===== src/rtl/sram_seq_pkg.sv =====
// Shared definitions for the SRAM access sequencer: state encoding and
// bitline pair index helpers.
package sram_seq_pkg;

  typedef enum logic [2:0] {
    IDLE    = 3'd0,
    SETUP   = 3'd1,
    ACCESS  = 3'd2,
    RELEASE = 3'd3,
    RESP    = 3'd4
  } state_t;

  localparam int CNT_W = 4;

  // Each data bit i drives a true/complement bitline pair.
  function automatic int bl_d_idx(input int i);
    return 2 * i;
  endfunction

  function automatic int bl_n_idx(input int i);
    return 2 * i + 1;
  endfunction

endpackage


===== src/rtl/sram_wl_decode.sv =====
// One-hot word-line decoder; all lines low whenever the enable is low.
module sram_wl_decode #(
  parameter  int ADDR_W = 2,
  localparam int DEPTH  = 2 ** ADDR_W
) (
  input  logic              en,
  input  logic [ADDR_W-1:0] addr,
  output logic [DEPTH-1:0]  wl
);

  always_comb begin
    wl = '0;
    if (en) wl[addr] = 1'b1;
  end

endmodule


===== src/rtl/sram_seq.sv =====
// SRAM access sequencer: one request at a time, ordered bitline setup,
// word-line pulse and release, with a valid/ready read response.
//
// state   | meaning
// IDLE    | ready for a request
// SETUP   | bitlines driven (write) or released (read), word line low
// ACCESS  | selected word line high for ACC_CYC cycles
// RELEASE | word line low, bitlines still held
// RESP    | read data presented until rsp_ready
module sram_seq
  import sram_seq_pkg::*;
#(
  parameter  int WIDTH   = 8,
  parameter  int ADDR_W  = 2,
  parameter  int ACC_CYC = 1,
  localparam int DEPTH   = 2 ** ADDR_W
) (
  input  logic               clk,
  input  logic               rst_n,
  input  logic               req_valid,
  output logic               req_ready,
  input  logic               req_we,
  input  logic [ADDR_W-1:0]  req_addr,
  input  logic [WIDTH-1:0]   req_wdata,
  output logic               rsp_valid,
  input  logic               rsp_ready,
  output logic [WIDTH-1:0]   rsp_rdata,
  output logic [DEPTH-1:0]   wl,
  output logic [2*WIDTH-1:0] bl,
  output logic               bl_oe,
  input  logic [WIDTH-1:0]   sense
);

  localparam logic [CNT_W-1:0] CNT_LAST = CNT_W'(ACC_CYC - 1);

  state_t            state;
  logic [CNT_W-1:0]  cnt;
  logic              hold_we;
  logic [ADDR_W-1:0] hold_addr;
  logic              acc_last;

  assign acc_last = (cnt == CNT_LAST);

  function automatic logic [2*WIDTH-1:0] encode(input logic [WIDTH-1:0] d);
    logic [2*WIDTH-1:0] e;
    e = '0;
    for (int i = 0; i < WIDTH; i++) begin
      e[bl_d_idx(i)] = d[i];
      e[bl_n_idx(i)] = ~d[i];
    end
    return e;
  endfunction

  // Gating with rst_n drops the word line the instant reset asserts.
  sram_wl_decode #(.ADDR_W(ADDR_W)) u_wl_decode (
    .en   ((state == ACCESS) & rst_n),
    .addr (hold_addr),
    .wl   (wl)
  );

  // The bl register doubles as the write-data holding register.
  always_ff @(posedge clk or negedge rst_n) begin
    if (!rst_n) begin
      state     <= IDLE;
      cnt       <= '0;
      hold_we   <= 1'b0;
      hold_addr <= '0;
      req_ready <= 1'b1;
      rsp_valid <= 1'b0;
      rsp_rdata <= '0;
      bl        <= '0;
      bl_oe     <= 1'b0;
    end else begin
      case (state)
        IDLE: begin
          if (req_valid && req_ready) begin
            hold_we   <= req_we;
            hold_addr <= req_addr;
            req_ready <= 1'b0;
            bl_oe     <= req_we;
            bl        <= req_we ? encode(req_wdata) : '0;
            state     <= SETUP;
          end
        end
        SETUP: begin
          cnt   <= '0;
          state <= ACCESS;
        end
        ACCESS: begin
          if (acc_last) begin
            if (!hold_we) rsp_rdata <= sense;
            state <= RELEASE;
          end else begin
            cnt <= cnt + 1'b1;
          end
        end
        RELEASE: begin
          bl    <= '0;
          bl_oe <= 1'b0;
          if (hold_we) begin
            req_ready <= 1'b1;
            state     <= IDLE;
          end else begin
            rsp_valid <= 1'b1;
            state     <= RESP;
          end
        end
        RESP: begin
          if (rsp_ready) begin
            rsp_valid <= 1'b0;
            req_ready <= 1'b1;
            state     <= IDLE;
          end
        end
        default: state <= IDLE;
      endcase
    end
  end

endmodule


===== config.mk =====
export PLATFORM = sky130hd
export DESIGN_NAME = sram_seq
export DESIGN_NICKNAME = d
export VERILOG_FILES = /design/src/rtl/sram_seq_pkg.sv /design/src/rtl/sram_wl_decode.sv /design/src/rtl/sram_seq.sv
export SDC_FILE = /design/constraint.sdc
export NUM_CORES = 1
export LEC_CHECK = 0
export BUFFER_PORTS_ARGS = -buffer_cell sky130_fd_sc_hd__buf_4
export CAP_MARGIN = 20
export CORE_ASPECT_RATIO = 0.75
export CORE_MARGIN = 1.5
export CORE_UTILIZATION = 49
export CTS_CLUSTER_SIZE = 16
export DETAILED_ROUTE_END_ITERATION = 10
export PLACE_DENSITY = 0.86
export SLEW_MARGIN = 10
export SYNTH_ARGS = -nofsm -noshare
export SYNTH_HDL_FRONTEND = slang
export SYNTH_SLANG_ARGS = --single-unit

===== constraint.sdc =====
create_clock -name clk -period 2.1 [get_ports clk]
set_clock_uncertainty 0.05 [all_clocks]
set_input_delay 0.42 -clock clk [delete_from_list [all_inputs] [get_ports clk]]
set_output_delay 0.42 -clock clk [all_outputs]
set_load 0.02 [all_outputs]

# [Yosys cells after proc, flatten, opt, wreduce, memory -nomap -nowiden]
# Cells that the tools add are included.
[totals] regBits=37 inputBits=23 out_inout_bits=31 wordCells=69
[op_classes] addsub=1 order_cmp=2 n_eq_ne=10 mux=22 bitwise=10 n_reduce_logical=15
[op_table] op="$mux W16" count=2
[op_table] op="$pmux W16 S2" count=1
[op_table] op="$pmux W3 S5" count=1
[op_table] op="$mux W3" count=4
[op_table] op="$ne A2 B2 Y1 const B" count=6
[op_table] op="$not A1 Y1" count=9
[op_table] op="$reduce_and A3 Y1" count=3
[op_table] op="$mux W4" count=2
[op_table] op="$pmux W4 S2" count=1
[op_table] op="$mux W1" count=7
[op_table] op="$eq A3 B2 Y1 const B" count=2
[op_table] op="$reduce_and A2 Y1" count=3
[op_table] op="$reduce_bool A2 Y1" count=3
[op_table] op="$add A4 B1 Y4 const B" count=1
[op_table] op="$logic_not A4 Y1" count=1
[op_table] op="$pmux W1 S2" count=2
[op_table] op="$reduce_and A4 Y1" count=1
[op_table] op="$eq A3 B1 Y1 const B" count=1
[op_table] op="$eq A3 B3 Y1 const B" count=1
[op_table] op="$logic_not A3 Y1" count=1
[op_table] op="$lt A2 B3 Y1 const B" count=1
[op_table] op="$pmux W1 S3" count=1
[op_table] op="$reduce_bool A3 Y1" count=1
[op_table] op="$demux W1 S2" count=1
[op_table] op="3 further kinds" count=4

# [Longest topological paths before layout]
# Gate-level depths: netlist of the first run.
[logic_depth] ltp_word=5 depth_mapped=6 ltp_nobuf=5

# [Hierarchy]
# Synthesis of the first run repeated with hierarchy kept, for this count alone.
[hier_totals] hier_cells=131 hier_area_um2=1650.3
[modules_own_cells] module="sram_seq" n_inst=1 cells_each=127 area_per_inst_um2=1612.8 seq_area_each_um2=927.1
[modules_own_cells] module="sram_wl_decode" n_inst=1 cells_each=4 area_per_inst_um2=37.5 seq_area_each_um2=0.0

# [Worst setup path before layout of the first run]
# Ideal clock, no wire load.
[synth_timing] path_type="register to output" startpoint="reg state[2]" endpoint="out wl[0]" arrival_ps=1346 required_time_ps=1630 slack_ps=284 path_stages_with_launch=4 n_path_buf=0 path_cell_list="dfrtp_1 nor3b_4 nand2_1 nor3_1"
[synth_via] elab_chain_len=3
[synth_rtl] element="start: declaration" line_no="sram_seq.sv:36" text="state_t state;"
[synth_rtl] element="start signal: assignment" line_no="sram_seq.sv:64" text="state <= IDLE;"
[synth_rtl] element="start signal: assignment" line_no="sram_seq.sv:82" text="state <= SETUP;"
[synth_rtl] element="start signal: assignment" line_no="sram_seq.sv:87" text="state <= ACCESS;"
[synth_rtl] element="$eq A3 B2 Y1" line_no="sram_seq.sv:56" text=".en ((state == ACCESS) & rst_n),"
[synth_rtl] element="$and A1 B1 Y1" line_no="sram_seq.sv:56"
[synth_rtl] element="$mux W4" line_no="sram_wl_decode.sv:13" text="if (en) wl[addr] = 1'b1;"
[synth_rtl] element="end: declaration" line_no="sram_seq.sv:28" text="output logic [DEPTH-1:0] wl,"
# No other way between the ends.

# [Final worst setup path of the first run]
[layout_timing] startpoint="in rst_n" endpoint="out wl[0]"
[layout_via] elab_chain_len=2
[layout_rtl] element="start: declaration" line_no="sram_seq.sv:19" text="input logic rst_n,"
[layout_rtl] element="$and A1 B1 Y1" line_no="sram_seq.sv:56"
[layout_rtl] element="$mux W4" line_no="sram_wl_decode.sv:13"
# No other way between the ends.

==> results of run 1 <==
==> worst max path at each step <==
stage	startpoint	to	cells after the start
finish	rst_n	wl[0]	5
global route	rst_n	wl[0]	5
detailed placement	state[1]	bl[9]	3
floorplan	state[2]	wl[0]	3
global placement	state[1]	bl[3]	3
CTS	rst_n	wl[2]	5
==> placed cells by master, fill, tap and decap left out, types with 2 or more instances in the layout <==
cell       Yosys  routed
a22o_1         8       8
o31ai_1        2       2
o2bb2ai_1      8       8
mux2_2        10      10
buf_4          1      55
clkbuf_8       0       6
nor3_1         3       3
o21ai_0        3       3
mux2i_1        2       2
ha_1           2       2
inv_1          6       6
nand2b_1       2       2
a21o_1         3       3
nand4_1        2       2
nor4_1         2       2
nand2_1        8       8
dfrtp_1       36      35
nor2_1         5       5
a21oi_1        2       2
==> cell type report <==
class	instances	area [um^2]
sequential	37	928
clock buffer	7	86.3
tap	38	47.5
timing repair buffer	57	434
inverter	6	22.5
multi-input combinational	76	607
fill	215	895
==> power by group through the flow <==
stage	logic (mW)	clock network, mW	registers [mW]
floorplan	0.712	0	1.55
global placement	1.50	0	1.30
detailed placement	1.54	0	1.33
CTS	1.55	0.486	1.32
global route	1.65	0.527	1.37
finish	1.54	0.479	1.32
==> sequential cells by signal, indices dropped and copies added, names as in the netlist <==
name	flops
hold_addr	2
rsp_valid	1
req_ready	1
hold_we	1
state	3
bl	16
bl_oe	1
cnt	4
rsp_rdata	8
==> through the flow <==
stage	total power, mW	instances
floorplan	2.26	125
global placement	2.80	213
detailed placement	2.87	213
CTS	3.35	221
global route	3.55	221
finish	3.34	221
==> critical path: cells and delay by family <==
| family | cells | cell delay (ns) |
|---|---|---|
| and+or+nand+nor | 2 | 0.22 |
| buffers and inverters | 3 | 0.90 |
==> per-layer routing <==
layer / part of all wire [%] / vias to the layer above
met4: 0.28 / 0
met1: 46 / 586
met3: 5.9 / 2
met2: 48 / 42
met5: 0 / -
li1: - / 571
==> kinds of logic after synthesis <==
family                   share of synthesized area, %
flip-flops                                       58.2
AO/OA/AOI/OAI                                    15.7
AND/OR/NAND/NOR                                  11.9
buffers and inverters                            3.69
multiplexers                                     8.33
adder cells (fa/ha/maj)                          1.57
XOR/XNOR                                        0.550
==> repair_timing <==
item | CTS | global route
setup endpoints to repair | 0 | 4
endpoints found under the hold margin | 12 | 0
resized for setup | 0 | 2
hold buffers | 1 | 0
==> metrics.txt, run 1 <==
outcome=complete, no violations; Worst Hold Launch=req_wdata[0]; drt drc=0; post-synthesis sequential area ratio=58.2%; # rows=17; critical path class=input port to output port; Final Util=70.4%; setup TNS=0 ns; Core ar.=0.00302 mm^2; diode count=0; Total Routing Usage GR=21.4%; Hold Vio Cnt, Final=0; worst setup margin=0.0903 ns; Slowest Stage Delay on Critical Path=0.55 ns; crit path DAT=1.54 ns; Worst-path clk slew=0.07 ns; Post-DP HPWL=2.65 mm; RSZ-0062 raised after global routing=no; H-Tree Level Count=2; max-cap viol count=0; endpoints failing setup=0; largest net degree at the start of global routing=26; Syn-to-layout area delta=33.5%; Flop pwr share=39.6%; relative slew slack=62.8%; syn nets=150; startpoint types=input port; Clock Path Buffers=2; initial antenna violation count=0; root buf cell=clkbuf_8; P per Cell Area=1570 mW/mm^2; final wirelength=3.51 mm; Chip Width=68.8 um; Iter 0 DRT Violations=53; Ports=54; Crit Reg-Reg Startpoint=state[0]; Num CTS Buffers=5; Final Max Slew Viols=0; Cell Chain, Critical Path=dlygate4sd3_1, buf_6, nand2_1, nor3_1, buf_4; dominant cell type by area after synthesis=dfrtp_1; crit end category=output port; final worst-path cycle share=95.7%; Hold Path Class=input port to flop; grt total ovfl=0; Post-Syn Area=0.00159 mm^2; GP Congestion=0.793; GR Util met2=33.8%; Post-Syn Area per Cell=12.7 um^2; slew of the pin with the lowest slew margin=0.558 ns; top cells by area, synth=dfrtp_1 57%, mux2_2 7.1%, a22o_1 4.4%; final hold slack=0.266 ns; most used routing layer=met2; Slowest-stage cell, CP=dlygate4sd3_1; power share of the clock group=14.4%; number of global-route vias before repair=1154; routed vias=1201; switching share of power=38.7%; NetSw=1.29 mW; Max FO, Critical Path=15; share of the synthesized area in the top cell type=56.6%; clock sinks=37; cell-internal power=2.05 mW; yosys warns=0; 1st-pass router iterations=4; synthesized flop and latch total=37; Leakage=1.03 nW; Mapped Cells=125; global-route wire length before repair=5.53 mm; pre-CTS setup slack=0.295 ns; combinational power share=46.0%; final instance area=0.00213 mm^2; layout cells sized above 1=42.6%; Post-DRT Antenna Nets=0; worst reg2reg path depth=3; Starting Density=52.7%; Vias/cell=5.43; PortBufs=53; NumNets Final=208; DIE HEIGHT=52.4 um; CTS tree=yes; post-CTS setup repair buffer count=0; Hold Path Cell Cnt=2; Critical Path RT=1.63 ns; Post-synth ARST share=100%; die area=0.00361 mm^2; wire per inst=15.9 um; later-pin clock latency in the skew report=0.27 ns; r2r setup slk=0.28 ns; Cell Area, Placed=0.00202 mm^2; WHS Endpoint=bl[1]; minimum clock period=2.01 ns; Yosys cell types=37; Max Fclk=0.498 GHz; met3 usage=6.02%; met1 Resource Use GR=29.1%; R2R Path End=bl[9]; Top FF cell, synth=dfrtp_1; most common cell in the synthesized netlist=dfrtp_1; Post-synth EDFFs=0; VDD IR-drop max=947 uV; Synth top cells by count=36 x dfrtp_1, 10 x mux2_2, 8 x a22o_1, 8 x nand2_1, 8 x o2bb2ai_1
(Power assumes the default switching activity.)
==> inputs of run 2 (changes only) <==
--- a/config.mk
+++ b/config.mk
@@ -9,11 +9,12 @@
 export CAP_MARGIN = 20
 export CORE_ASPECT_RATIO = 0.75
 export CORE_MARGIN = 1.5
-export CORE_UTILIZATION = 49
+export CORE_UTILIZATION = 50
 export CTS_CLUSTER_SIZE = 16
 export DETAILED_ROUTE_END_ITERATION = 10
-export PLACE_DENSITY = 0.86
+export PLACE_DENSITY = 0.8
 export SLEW_MARGIN = 10
 export SYNTH_ARGS = -nofsm -noshare
 export SYNTH_HDL_FRONTEND = slang
 export SYNTH_SLANG_ARGS = --single-unit
+export TNS_END_PERCENT = 30
==> constraint.sdc (replaced) <==
create_clock -name clk -period 2.6 [get_ports clk]
set_clock_uncertainty 0.05 [all_clocks]
set_input_delay 0.52 -clock clk [delete_from_list [all_inputs] [get_ports clk]]
set_output_delay 0.52 -clock clk [all_outputs]
set_load 0.02 [all_outputs]
==> run 2 against run 1 <==
  * Critical path depth is 1 lower
  * Utilization grew 1.3 points
  * Sequential power shrank 19%
  * Sequential cell count stayed put
  * Hold slack gained 0.093 ns
  * Register-to-register slack improved by 0.41 ns
  * Non-clock buffer count decreased by 2
  * Clock power increased by 6.3%
==> metrics.txt, run 2 (synthesis results as in run 1) <==
minimum clock period=2.43 ns; Iter 0 DRT Violations=64 (+21%); Ports=54 (unchanged); outcome=complete, no violations; Max Fclk=0.411 GHz; cell-internal power=1.74 mW (-15%); layout cells sized above 1=41.8% (-0.86 points); most used routing layer=met2; slew of the pin with the lowest slew margin=0.827 ns (+0.269 ns); P per Cell Area=1310 mW/mm^2 (-16%); met1 Resource Use GR=30.2% (+1.1 points); DIE HEIGHT=51.9 um (-0.95%); Top delay family on crit path=simple AND/OR/NAND/NOR gates; Syn-to-layout area delta=34.1%; commonest non-fill, non-tap cells in the layout=54 x buf_4, 36 x dfrtp_1, 10 x mux2_2; # rows=17 (unchanged); largest net degree at the start of global routing=30 (+15%); Flop pwr share=38.1% (-1.5 points); Post-DRT Antenna Nets=0 (unchanged); critical path class=flop to output port; 1st-pass router iterations=4 (unchanged); GP Congestion=0.896 (+13%); endpoints failing setup=0 (unchanged); clock sinks=37 (unchanged); Top Registers=bl: 16 flops, rsp_rdata: 8 flops, cnt: 4 flops; Post-DP HPWL=2.77 mm (+4.7%); max-cap viol count=0 (unchanged); Core ar.=0.00298 mm^2 (-1.4%); PortBufs=53 (unchanged); Leakage=1.03 nW (+0.34%); met3 usage=5.41% (-0.61 points); relative slew slack=44.3% (-18 points); Top reg by flops=bl; Critical Path RT=2.03 ns (+0.40 ns); later-pin clock latency in the skew report=0.29 ns (+0.02 ns); startpoint types=flop; commonest non-fill, non-tap cell in the layout=buf_4; crit path DAT=1.86 ns (+0.32 ns); number of global-route vias before repair=1223 (+6.0%); CP Buf/Inv Count=1 (-2); Final Max Slew Viols=0 (unchanged); diode count=0 (unchanged); Cell Chain, Critical Path=nor3b_4, nand2_1, nor3_1, buf_4; H-Tree Level Count=2 (unchanged); crit end category=output port; power share of the clock group=18.1% (+3.7 points); Total Routing Usage GR=23.2% (+1.7 points); final hold slack=0.359 ns (+0.0932 ns); CTS tree=yes; max reg flops=16 (unchanged); grt total ovfl=0 (unchanged); Tot Pwr=2.81 mW (-16%); wire per inst=16.4 um (+3.3%); Slowest Stage Delay on Critical Path=0.59 ns (+0.04 ns); drt drc=0 (unchanged); die area=0.00354 mm^2 (-1.9%); Clock Path Buffers=2 (unchanged); combinational power share=43.8% (-2.2 points); global-route wire length before repair=5.82 mm (+5.2%); root buf cell=clkbuf_8; Final Util=71.7% (+1.3 points); final worst-path cycle share=93.6%; routed vias=1236 (+2.9%); post-CTS setup repair buffer count=0 (unchanged); final wirelength=3.61 mm (+2.9%); Num CTS Buffers=5 (unchanged); Max FO, Critical Path=14 (-1); RSZ-0062 raised after global routing=no; setup TNS=0 ns (unchanged); Slowest-stage cell, CP=dfrtp_1; fill cell count=210 (-2.3%); NumNets Final=206 (-0.96%); VDD IR-drop max=658 uV (-31%); Vias/cell=5.62 (+3.4%); Hold Path Class=input port to flop; Chip Width=68.2 um (-0.97%); switching share of power=38.1% (-0.61 points); GR Util met2=36.6% (+2.8 points); initial antenna violation count=0 (unchanged); NetSw=1.07 mW (-17%); Starting Density=53.5% (+0.75 points); Worst-path clk slew=0.07 ns (about the same); Hold Vio Cnt, Final=0 (unchanged)
==> run 2: repair_timing <==
action,in CTS,in global routing
hold endpoints to repair,8,0
hold buffers,1,0
setup endpoints to repair,0,0
gates resized for setup,0,0
==> run 2: layout make-up <==
class | instances | area (um^2) | share of cell area, %
repair buffers | 55 | 415 | 19.4
multi-input cells | 76 | 607 | 28.4
flip-flops and latches | 37 | 927 | 43.4
clock inverters | 1 | 30.0 | 1.41
clock buffers | 7 | 86.3 | 4.04
inverters | 6 | 22.5 | 1.05
well taps | 38 | 47.5 | 2.23
==> run 2: metrics by stage <==
stage / setup WS, ns / area (um^2) / cells
6_report: 0.167 / 2140 / 220
3_5_place_dp: 0.523 / 2010 / 211
5_1_grt: 0.0311 / 2140 / 220
2_1_floorplan: 0.684 / 1590 / 125
4_1_cts: 0.204 / 2140 / 220
3_3_place_gp: 0.634 / 2010 / 211
==> run 2: layer usage <==
layer | vias up | part of all wire [%]
met4 | 0 | 1.1
met2 | 43 | 49
li1 | 567 | -
met3 | 5 | 6.3
met1 | 621 | 43
met5 | - | 0
==> run 2: worst paths after layout <==
path                            slack, ns  cells past startpoint            to         start
worst max-delay path                 0.17                      4         wl[0]      state[1]
worst min-delay path                 0.36                      2        bl[13]  req_wdata[6]
worst max register to register       0.69                      2  hold_addr[1]      state[2]
worst min register to register       0.43                      1        cnt[3]        cnt[3]
max in group asynchronous            1.35                      3     req_ready         rst_n
min in group asynchronous            0.55                      2  hold_addr[0]         rst_n
==> run 2: worst reg2reg max path, delay by kind of cell, from the launching register on <==
kind,cells,cell delay [ns]
flip-flops,1,0.55
AND/OR/NAND/NOR,1,0.79
multiplexers,1,0.42
==> run 2: power groups by stage <==
| stage | Clock (mW) | Combinational [mW] | Sequential [mW] |
|---|---|---|---|
| 2_1_floorplan | 0 | 0.575 | 1.25 |
| 3_3_place_gp | 0 | 1.21 | 1.05 |
| 3_5_place_dp | 0 | 1.24 | 1.08 |
| 4_1_cts | 0.521 | 1.24 | 1.07 |
| 5_1_grt | 0.542 | 1.33 | 1.11 |
| 6_report | 0.509 | 1.23 | 1.07 |
==> inputs of run 3 (changes only) <==
--- a/config.mk
+++ b/config.mk
@@ -12,9 +12,10 @@
 export CORE_UTILIZATION = 50
 export CTS_CLUSTER_SIZE = 16
 export DETAILED_ROUTE_END_ITERATION = 10
-export PLACE_DENSITY = 0.8
+export PLACE_DENSITY = 0.79
 export SLEW_MARGIN = 10
 export SYNTH_ARGS = -nofsm -noshare
 export SYNTH_HDL_FRONTEND = slang
+export SYNTH_HIERARCHICAL = 1
 export SYNTH_SLANG_ARGS = --single-unit
 export TNS_END_PERCENT = 30
==> run 3 against run 2 <==
  * Highest routed layer unchanged
  * Cell count rose by 2.3%
  * Die area rose by 3.4%
  * Global-route usage fell by 0.94 points
  * Wire length rose by 5.3%
  * Via count rose by 5.8%
  * Critical path depth did not move
  * Synthesized cell count rose by 4.8%
  * Utilization fell by 1.3 points
  * Register-to-register slack improved by 0.15 ns
  * Area after synthesis rose by 3.6%
==> metrics.txt, run 3 <==
P per Cell Area=1250 mW/mm^2 (-4.9%); simple-gate area share of the yosys netlist=13.6% (+1.6 points); layout cells sized above 1=40.6% (-1.1 points); Post-DP HPWL=2.85 mm (+2.8%); CTS tree=yes; final worst-path cycle share=90.5% (-3.0 points); grt total ovfl=0 (unchanged); NumNets Final=211 (+2.4%); most common cell in the synthesized netlist=dfrtp_1; number of global-route vias before repair=1220 (-0.25%); RSZ-0062 raised after global routing=no; Yosys cell types=41 (+11%); syn nets=156 (+4.0%); slew of the pin with the lowest slew margin=0.577 ns (-0.250 ns); max-cap viol count=0 (unchanged); VDD IR-drop max=895 uV (+36%); Chip Width=69.3 um (+1.7%); clock sinks=37 (unchanged); CTS resizes=0 (unchanged); setup TNS=0 ns (unchanged); Top Registers=bl: 16 flops, rsp_rdata: 8 flops, cnt: 4 flops; yosys warns=6 (+6); top cells by area, synth=dfrtp_1 55%, o2bb2ai_1 4.8%, a22o_1 4.2%; minimum clock period=2.35 ns (-0.0788 ns); NetSw=1.09 mW (+1.6%); Post-synth EDFFs=0 (unchanged); post-synthesis sequential area ratio=56.2% (-2.0 points); GP Congestion=0.980 (+9.4%); drt drc=0 (unchanged); Hold Vio Cnt, Final=0 (unchanged); H-Tree Level Count=2 (unchanged); Top reg by flops=bl; Flop pwr share=40.2% (+2.1 points); global-route wire length before repair=5.91 mm (+1.5%); Num CTS Buffers=5 (unchanged); Total Routing Usage GR=22.2% (-0.94 points); main combinational cell family by area after synthesis=compound AO/OA/AOI/OAI gates; r2r setup slk=0.84 ns (+0.15 ns); die area=0.00366 mm^2 (+3.4%); PortBufs=53 (unchanged); post-synthesis xor/xnor area fraction=0.531% (-0.019 points); power share of the clock group=14.3% (-3.8 points); initial antenna violation count=0 (unchanged); Worst-path clk slew=0.07 ns (about the same); 1st-pass router iterations=4 (unchanged); Final Max Slew Viols=0 (unchanged); Clock Path Buffers=2 (unchanged); Synth top cells by count=36 x dfrtp_1, 9 x o2bb2ai_1, 8 x a22o_1; share of the synthesized area in the top cell type=54.6% (-2.0 points); Post-synth ARST share=100% (unchanged); final wirelength=3.81 mm (+5.3%); Leakage=1.04 nW (+1.2%); wire per inst=16.9 um (+3.0%); cell-internal power=1.59 mW (-8.3%); max reg flops=16 (unchanged); Syn-to-layout area delta=29.9%; dominant cell type by area after synthesis=dfrtp_1; Max Fclk=0.425 GHz (+3.3%); Iter 0 DRT Violations=76 (+19%); multiplexer share of the synthesized area=6.82% (-1.5 points); switching share of power=40.5% (+2.4 points); # hold bufs at CTS=0 (-1); placed cells=217 (+2.8%); Critical Path RT=2.03 ns (about the same); post-CTS setup repair buffer count=0 (unchanged); Post-Syn Area per Cell=12.6 um^2 (-1.1%); fill cell count=220 (+4.8%); Ports=54 (unchanged); largest net degree at the start of global routing=38 (+27%); DIE HEIGHT=52.8 um (+1.7%); later-pin clock latency in the skew report=0.29 ns (about the same); Core ar.=0.00304 mm^2 (+2.1%); Vias/cell=5.81 (+3.5%); combinational power share=45.5% (+1.7 points); endpoints failing setup=0 (unchanged); outcome=complete, no violations; crit path DAT=1.78 ns (-0.08 ns); Layout Cells excl Fill=225 (+2.3%); Post-Synth Adder-Cell Area=1.52% (-0.055 points); Tot Pwr=2.68 mW (-4.6%); critical path class=flop to output port; relative slew slack=61.5% (+17 points); commonest non-fill, non-tap cell in the layout=buf_4; Max FO, Critical Path=17 (+3); Hold Path Class=input port to async pin; crit end category=output port; Post-Syn Area=0.00165 mm^2 (+3.6%); diode count=0 (unchanged); post-synthesis compound-gate area fraction=17.7% (+2.0 points); Starting Density=54.3% (+0.77 points); routed vias=1308 (+5.8%); # rows=17 (unchanged); startpoint types=flop; Top FF cell, synth=dfrtp_1; commonest non-fill, non-tap cells in the layout=54 x buf_4, 36 x dfrtp_1, 9 x o2bb2ai_1, 8 x a22o_1; root buf cell=clkbuf_8; Mapped Cells=131 (+4.8%); synthesized flop and latch total=37 (unchanged); Post-DRT Antenna Nets=0 (unchanged)
[run 3: per-layer routing]
metal	track usage [%]	wire length [um]	vias to the layer above
li1	-	-	600
met3	8.08	304	6
met2	36.1	1830	64
met1	26.7	1600	638
met5	0	0	-
met4	10.8	78	0
[run 3: power by group through the flow]
stage	Sequential, mW	Clock, mW	Combinational [mW]
floorplan	1.24	0	0.582
global placement	1.05	0	1.19
detailed placement	1.08	0	1.23
CTS	1.08	0.390	1.23
global route	1.11	0.412	1.30
finish	1.08	0.384	1.22
[run 3: logic make-up after synthesis]
logic type / Yosys count
muxes: 10
and+or+nand+nor: 32
adders and majority gates: 2
AOI/OAI and AO/OA: 38
DFF: 37
buffers and inverters: 11
xor gates and xnor gates: 1
[run 3: path summary, 6_finish.rpt]
kind / start / to / cells after the start
worst max-delay path: state[0] / wl[3] / 4
worst min-delay path: rst_n / cnt[3] / 2
worst max register to register: state[0] / bl[2] / 3
worst min register to register: bl[13] / bl[13] / 1
max in group asynchronous: rst_n / req_ready / 2
min in group clk: req_wdata[5] / bl[11] / 2
[run 3: final cells by class]
class | instances | area, um^2 | share of cell area (%)
inverters | 5 | 18.8 | 0.876
clock buffers | 6 | 72.6 | 3.39
flip-flops and latches | 37 | 927 | 43.3
well taps | 38 | 47.5 | 2.22
multi-input cells | 83 | 662 | 30.9
clock inverters | 2 | 10.0 | 0.467
repair buffers | 54 | 405 | 18.9
[run 3: through the flow]
step / hold WS, ns / setup slack, ns / utilization (%) / area (um^2)
after global routing: 0.270 / 0.144 / 70.5 / 2140
after global placement: 0.422 / 0.693 / 67.7 / 2060
after detailed placement: 0.426 / 0.581 / 67.7 / 2060
after CTS: 0.248 / 0.264 / 70.5 / 2140
final: 0.235 / 0.246 / 70.5 / 2140
after floorplan: 0.174 / 0.850 / - / 1650
[run 3: critical path, cell delays in order, from the launching register on]
cell	delay, ns
dfrtp_1	0.71
nor2_2	0.16
and3_1	0.25
and3_2	0.21
buf_4	0.15
